**src/rtl/prio_encoder_rr_seq.sv**
```systemverilog
// prio_encoder_rr_seq
//   Registered N-input priority encoder with a valid/ready output handshake.
//   mode=0 : fixed priority, highest set index wins.
//   mode=1 : round-robin, the last accepted index drops to lowest priority.
//
// Optional build macro: PRIO_ENC_GRANT_CNT_EN
//   When defined, a 16-bit saturating grant_count output counts accepted
//   handshakes. When undefined, the port and counter do not exist.
//
// Handshake: valid=1 means encoded_out/grant_onehot hold a result that the
// consumer has not yet taken. A transfer happens on a rising clk edge where
// valid && ready. While valid=1 and ready=0 the result is frozen and all
// request inputs are ignored. ready while valid=0 has no effect.

module prio_encoder_rr_seq #(
  parameter  int N = 8,
  localparam int W = (N > 1) ? $clog2(N) : 1
) (
  input  logic         clk,
  input  logic         rst,
  input  logic         enable,
  input  logic         mode,
  input  logic [N-1:0] data_in,
  input  logic         ready,
  output logic [W-1:0] encoded_out,
  output logic         valid,
  output logic [N-1:0] grant_onehot
`ifdef PRIO_ENC_GRANT_CNT_EN
  ,
  output logic [15:0]  grant_count
`endif
);

  typedef enum logic [0:0] {
    IDLE = 1'b0,
    HOLD = 1'b1
  } state_t;

  state_t         state_q;
  state_t         state_d;

  logic [W-1:0]   enc_q;
  logic [W-1:0]   ptr_q;

  logic           any_req;
  logic           load;
  logic           accept;
  logic [W-1:0]   eff_ptr;

  logic [W-1:0]   fixed_sel;
  logic [W-1:0]   rr_sel;
  logic           rr_found;
  logic [W-1:0]   sel;

  int             rr_start;
  int             rr_pos;
  logic [W-1:0]   rr_idx;

  // Handshake and load qualification.
  always_comb begin
    any_req = |data_in;
    accept  = (state_q == HOLD) && ready;
    load    = enable && any_req && ((state_q == IDLE) || ready);
    // When a result is being accepted in this very cycle, the index leaving
    // is already the "last granted" one, so a back-to-back round-robin load
    // must search relative to it rather than the stale pointer register.
    eff_ptr = accept ? enc_q : ptr_q;
  end

  // Fixed priority: the highest set bit wins (later loop iterations override).
  always_comb begin
    fixed_sel = '0;
    for (int i = 0; i < N; i++) begin
      if (data_in[i]) begin
        fixed_sel = W'(i);
      end
    end
  end

  // Round-robin: search eff_ptr-1, eff_ptr-2, ... wrapping through N-1 down
  // to eff_ptr; the first set bit in that order wins. Wrap is done
  // explicitly so non power-of-two N never yields an index >= N.
  always_comb begin
    rr_sel   = '0;
    rr_found = 1'b0;
    rr_pos   = 0;
    rr_idx   = '0;
    rr_start = (eff_ptr == '0) ? (N - 1) : (int'(eff_ptr) - 1);
    for (int k = 0; k < N; k++) begin
      rr_pos = (rr_start >= k) ? (rr_start - k) : (rr_start + N - k);
      rr_idx = W'(rr_pos);
      if (!rr_found && data_in[rr_idx]) begin
        rr_found = 1'b1;
        rr_sel   = rr_idx;
      end
    end
  end

  // Mode is only consulted here, so it only matters at a load edge.
  always_comb begin
    sel = mode ? rr_sel : fixed_sel;
  end

  // FSM state register.
  always_ff @(posedge clk) begin
    if (rst) begin
      state_q <= IDLE;
    end else begin
      state_q <= state_d;
    end
  end

  // FSM next-state: IDLE waits for a load, HOLD waits for ready and either
  // reloads (back-to-back, no bubble) or drains to IDLE.
  always_comb begin
    state_d = state_q;
    case (state_q)
      IDLE: begin
        if (load) begin
          state_d = HOLD;
        end
      end
      HOLD: begin
        if (ready) begin
          state_d = load ? HOLD : IDLE;
        end
      end
      default: begin
        state_d = IDLE;
      end
    endcase
  end

  // Result register and round-robin pointer. encoded_out keeps its last
  // value after a drain; only a new load changes it.
  always_ff @(posedge clk) begin
    if (rst) begin
      enc_q <= '0;
      ptr_q <= '0;
    end else begin
      if (load) begin
        enc_q <= sel;
      end
      if (accept) begin
        ptr_q <= enc_q;
      end
    end
  end

  // Output view of the registered state.
  always_comb begin
    valid        = (state_q == HOLD);
    encoded_out  = enc_q;
    grant_onehot = valid ? (N'(1) << enc_q) : '0;
  end

`ifdef PRIO_ENC_GRANT_CNT_EN
  logic [15:0] cnt_q;

  // Saturating count of accepted handshakes.
  always_ff @(posedge clk) begin
    if (rst) begin
      cnt_q <= '0;
    end else if (accept && (cnt_q != 16'hFFFF)) begin
      cnt_q <= cnt_q + 16'd1;
    end
  end

  assign grant_count = cnt_q;
`endif

endmodule
```
**config.mk**
```make
export PLATFORM = sky130hd
export DESIGN_NAME = prio_encoder_rr_seq
export DESIGN_NICKNAME = d
export VERILOG_FILES = /design/src/rtl/prio_encoder_rr_seq.sv
export SDC_FILE = /design/constraint.sdc
export NUM_CORES = 1
export LEC_CHECK = 0
export BUFFER_PORTS_ARGS = -buffer_cell sky130_fd_sc_hd__buf_4
export CORE_MARGIN = 3
export CORE_UTILIZATION = 30
export CTS_BUF_LIST = sky130_fd_sc_hd__clkbuf_4 sky130_fd_sc_hd__clkbuf_8
export CTS_CLUSTER_SIZE = 30
export DETAILED_ROUTE_END_ITERATION = 8
export PLACE_DENSITY = 0.54
export SETUP_SLACK_MARGIN = 0.4
export SYNTH_ARGS = -nofsm -noshare
export SYNTH_HDL_FRONTEND = slang
export SYNTH_SLANG_ARGS = --single-unit
```
**constraint.sdc**
```tcl
create_clock -name clk -period 7.3 [get_ports clk]
set_input_delay 1.46 -clock clk [delete_from_list [all_inputs] [get_ports clk]]
set_output_delay 1.46 -clock clk [all_outputs]
set_load 0.05 [all_outputs]
```
# ---- Word level (Yosys, flattened, before mapping)
# Cells that the tools add are included.
dict set report op_classes {
  n_addsub 16
  n_lt_le_gt_ge 16
  shift 1
  reduce_logical 20
  bitwise_logic 1
  mux 53
}
# operator count
set op_table {}
lappend op_table {{greater-or-equal comparator 32 x 4 -> 1 bit (second input constant)} 4}
lappend op_table {{2-to-1 mux 3 bit} 24}
lappend op_table {{greater-or-equal comparator 32 x 3 -> 1 bit (second input constant)} 2}
lappend op_table {{greater-or-equal comparator 32 x 1 -> 1 bit (second input constant)} 1}
lappend op_table {{greater-or-equal comparator 32 x 2 -> 1 bit (second input constant)} 1}
lappend op_table {{less-than comparator 3 x 4 -> 1 bit (second input constant)} 8}
lappend op_table {{2-to-1 mux 32 bit} 1}
lappend op_table {{binary-select mux 1 bit (select 3 bit)} 8}
lappend op_table {{subtractor 3 bit (second input constant)} 8}
lappend op_table {{2-to-1 mux 1 bit} 18}
lappend op_table {{subtractor 3 x 2 -> 3 bit (second input constant)} 4}
lappend op_table {{logical AND 1 bit} 10}
lappend op_table {{2-to-1 mux 8 bit} 1}
lappend op_table {{OR reduction 8 bit} 1}
lappend op_table {{<< shifter 1 x 3 -> 8 bit (first input constant)} 1}
lappend op_table {{logical NOT 1 bit} 7}
lappend op_table {{subtractor 3 x 1 -> 3 bit (second input constant)} 2}
lappend op_table {{subtractor 3 x 1 -> 4 bit (second input constant)} 1}
lappend op_table {{adder 3 x 1 -> 3 bit (second input constant)} 1}
lappend op_table {{logical NOT 3 bit} 1}
lappend op_table {{case mux 1 bit (2 select lines)} 1}
lappend op_table {{logical OR 1 bit} 1}
lappend op_table {{NOT 1 bit} 1}
dict set report totals {
  reg_bits 7
  word_cells 110
  output_inout_bits 12
}

# ---- Longest topological paths before layout
dict set report logic_depth {
  depth_word 31
  ltp_mapped 16
  depth_no_buf 13
}

# ---- Worst setup path after synthesis
# Ideal clock, no wire load.
dict set report synth_timing {
  path_kind {input-to-reg}
  start {input port ready}
  end {register enc_q[2] (netlist: encoded_out[2])}
  arrival_time_ns 4.301
  setup_slack_ns 2.869
  cell_stages 14
  setup_time_ns 0.130
  cell_sequence {nand2_1 > mux2_2 > inv_1 > clkbuf_1 > ha_1 > inv_1 > o31a_1 > buf_4 > a21boi_0 > mux2i_1 > nor3b_2 > and3_1 > nor4_1 > o22ai_1}
}
dict set report synth_via {
  elab_chain_len 31
}
# element line
set synth_rtl {}
lappend synth_rtl {{start, declared} 24} ;# input logic ready,
lappend synth_rtl {{logical AND 1 bit} 62} ;# accept = (state_q == HOLD) && ready;
lappend synth_rtl {{2-to-1 mux 3 bit} -}
lappend synth_rtl {{subtractor 3 x 1 -> 4 bit or logical NOT 3 bit (tied branches)} 88} ;# rr_start = (eff_ptr == '0) ? (N - 1) : (int'(eff_ptr) - 1);
lappend synth_rtl {{2-to-1 mux 32 bit} 88}
lappend synth_rtl {{greater-or-equal comparator 32 x 1 -> 1 bit or adder 3 x 1 -> 3 bit (tied branches)} 90} ;# rr_pos = (rr_start >= k) ? (rr_start - k) : (rr_start + N - k);
lappend synth_rtl {{2-to-1 mux 3 bit} 90}
lappend synth_rtl {{binary-select mux 1 bit (select 3 bit)} 92} ;# if (!rr_found && data_in[rr_idx]) begin
lappend synth_rtl {{2-to-1 mux 1 bit (implied by the code)} 92}
lappend synth_rtl {{[15 not listed]} -}
lappend synth_rtl {{2-to-1 mux 1 bit} 92}
lappend synth_rtl {{logical NOT 1 bit} 92}
lappend synth_rtl {{logical AND 1 bit} 92}
lappend synth_rtl {{2-to-1 mux 1 bit} 92}
lappend synth_rtl {{logical NOT 1 bit} 92}
lappend synth_rtl {{logical AND 1 bit} 92}
lappend synth_rtl {{2-to-1 mux 3 bit} 92}
lappend synth_rtl {{2-to-1 mux 3 bit} 101} ;# sel = mode ? rr_sel : fixed_sel;
lappend synth_rtl {{end signal, assigned} 142} ;# enc_q <= sel;
lappend synth_rtl {{end, declared} 42} ;# logic [W-1:0] enc_q;
# Several ways; a longest one is shown, not always the timed one. The select of a mux whose other input is x is not followed.
# A chain may end at the register's enable or synchronous reset.

# ---- Final worst setup path
dict set report layout_timing {
  start {input port ready}
  end {register enc_q[1] (netlist: encoded_out[1])}
}
# Same word-level chain as after synthesis.

==> flow_summary.json <==
{
  "status": "finished clean",
  "setup_viol": 0,
  "clk_latency_ns": 0.22,
  "ys_ff_latch": 7,
  "synth.cell_area_um2": 1340,
  "antennaDiodeCount": 0,
  "fill_cells": 444,
  "worst_path_max_delay_cell": "o31a_1",
  "fin_crit_sh_pct": 64.6,
  "hold_viol": 0,
  "drive_gt1_share_pct": 23.2,
  "total_power_w": 0.000211,
  "design_area_um2": 1590,
  "synth_top_area_share_pct": 10.4,
  "max_slew_margin_pct": 55.8,
  "rsz0062_at_grt": "false",
  "max_freq_ghz": 0.212,
  "p_per_area_nw_per_um2": 133,
  "start_util_pct": 32.2,
  "synth_area_leaders": "dfxtp_1 10%, mux2i_1 8.9%, nor2_1 6.7%, nand2_1 5.6%, a21oi_1 4.8%",
  "path_cells": "buf_4 -> nand2_1 -> mux2_2 -> inv_1 -> ha_1 -> inv_1 -> o31a_1 -> a221oi_2 -> nor2_2 -> mux2i_1 -> nand3_1 -> a311oi_1 -> a2111oi_1 -> a221oi_1",
  "yosys-top-cells-count": "24 x nor2_1, 20 x nand2_1, 13 x a21oi_1, 13 x nand3_1, 12 x mux2i_1",
  "final_nets": 227,
  "dieArea_um2": 5320,
  "synth_most_common_cell": "nor2_1",
  "ir_drop_v": 0.0000501,
  "num_vias": 1551,
  "cts_buffers": 3,
  "multi_input_area_um2": 1130,
  "clockBufferDepth": 2,
  "ioPinCount": 25,
  "synth_top_area_cell": "dfxtp_1",
  "reg2reg_depth": 13,
  "critPathCapture": "encoded_out[1]",
  "syn-instance-count": 190,
  "syn_area_per_cell_um2": 7.07,
  "r2r_start": "valid",
  "critPathKind": "primary input to register",
  "endpoint_kind": "register",
  "die_x_um": 72.9,
  "r2r-end": "encoded_out[1]",
  "core_region_area_um2": 4170,
  "final_antenna_net_count": 0,
  "critPathMaxStageDelay_ns": 0.48,
  "drv_slew": 0,
  "grt_antenna_before_repair": 0,
  "synth.distinct_cells": 59,
  "grt_pass1_wl_um": 6820,
  "clk_pin_slew_ns": 0.04,
  "drtIter0Drc": 125,
  "yosysSeqAreaShare_pct": 10.4,
  "rows": 23,
  "fin_crit_ns": 4.72,
  "r2r_slack_ns": 3.45,
  "hold_path_class": "register to register",
  "clockRootBuffer": "clkbuf_8",
  "worst_pin_slew_ns": 0.663,
  "synth_edf_count": 0,
  "critPathRequiredTime_ns": 7.43,
  "drcViolationCount": 0,
  "place_area_um2": 1540,
  "die_h_um": 72.9,
  "critPathMaxFanout": 13,
  "place.gp.congestion": 0.848,
  "ys_warn_count": 0,
  "cts.repair.resized": 0,
  "hold_buffers": 0,
  "grt_start_max_net_pins": 16,
  "crit_top_cell": "inv_1",
  "clock-sinks": 7,
  "cp.arrival_ns": 4.84,
  "htree_levels": 1,
  "io_buffers": 24,
  "dr.pass1.iters": 4,
  "grt-ovfl-total": 0,
  "postCtsSetupBuffers": 0,
  "cts_tree": "built",
  "area_delta_synth_final_pct": 18.2,
  "vias_per_cell": 5.94,
  "ys_async_sr_fraction_pct": 0,
  "setup.worst_path.start_class": "primary input",
  "cellLeakagePower_nw": 0.660,
  "gr-usage-all-layers_pct": 15.9,
  "finish.utilization_pct": 38.1,
  "dpl.hpwl_um": 3390,
  "synthFlopType": "dfxtp_1",
  "maxCapViolCount": 0,
  "syn-num-nets": 205,
  "setup_tns_ns": 0,
  "wl_per_cell_um": 16.0,
  "final-seq-area_um2": 140,
  "startpoint": "ready",
  "drt_wl_total_um": 4180,
  "skew_ns": 0.000450,
  "grt_pass1_vias": 1416
}
[worst min path at each step]
| stage | end | startpoint | cells after the start |
|---|---|---|---|
| after floorplan | encoded_out[1] | ptr_q[1] | 3 |
| after global placement | encoded_out[1] | encoded_out[1] | 2 |
| after detailed placement | encoded_out[1] | encoded_out[1] | 2 |
| after CTS | encoded_out[1] | encoded_out[1] | 2 |
| after global routing | encoded_out[1] | encoded_out[1] | 2 |
| final | encoded_out[1] | encoded_out[1] | 2 |
[stage by stage]
stage          hold WS, ns  worst slack (ns)  std cells
3_3_place_gp         0.604              2.36        257
2_1_floorplan        0.767              2.87        190
6_report             0.602              2.58        261
4_1_cts              0.602              2.61        261
3_5_place_dp         0.595              2.37        257
5_1_grt              0.671              2.26        261
[report_power, final]
part	total, W	switching [W]	leakage [nW]	internal, W
sequential	0.0000462	0.00000493	0.0576	0.0000413
combinational	0.000108	0.0000681	0.576	0.0000404
clock	0.0000566	0.0000153	0.0262	0.0000413
total	0.000211	0.0000882	0.660	0.000123
[routing by layer]
layer / vias up / global-route usage [%] / routed length, µm
li1: 767 / - / -
met1: 725 / 22.6 / 1960
met2: 55 / 25.8 / 1940
met3: 4 / 2.07 / 225
met4: 0 / 3.07 / 50
met5: - / 0 / 0
[area by class of cell]
type / count / share of cell area [%]
Clock buffer: 4 / 3.07
Sequential cell: 7 / 8.83
Inverter: 6 / 1.42
Tap cell: 50 / 3.94
Multi-Input combinational cell: 170 / 71.4
Timing Repair Buffer: 24 / 11.3
[cells by family (layout without fill, tap and decap cells)]
logic type / Yosys count / after routing / share of synthesized area (%)
fa+ha+maj: 2 / 2 / 1.86
compound gates: 66 / 66 / 37.5
mux: 17 / 17 / 13.4
flops: 7 / 7 / 10.4
buf+inv: 13 / 34 / 5.21
simple gates: 85 / 85 / 31.6
[registers in the layout, indices dropped and copies added (netlist names)]
| signal | cells |
|---|---|
| ptr_q | 3 |
| valid | 1 |
| encoded_out | 3 |
[worst max-delay path: cells and delay by family]
kind / cells / cell delay [ns]
buf+inv: 3 / 0.55
simple gates: 3 / 0.30
compound gates: 5 / 1.63
fa+ha+maj: 1 / 0.29
mux: 2 / 0.61
[cell usage in the layout, fill, tap and decap left out, drive strengths merged, types with 3 or more instances in the layout]
| master | n |
|---|---|
| a21boi | 5 |
| mux2i | 12 |
| a221oi | 3 |
| o21ai | 11 |
| inv | 6 |
| a211o | 3 |
| dfxtp | 7 |
| mux2 | 5 |
| a21oi | 14 |
| buf | 24 |
| nor3 | 5 |
| and2 | 4 |
| clkbuf | 4 |
| a211oi | 7 |
| nand3 | 13 |
| nand2 | 21 |
| and3 | 5 |
| nor2 | 25 |
| o31ai | 4 |
| nand2b | 3 |
(Power assumes the default switching activity.)
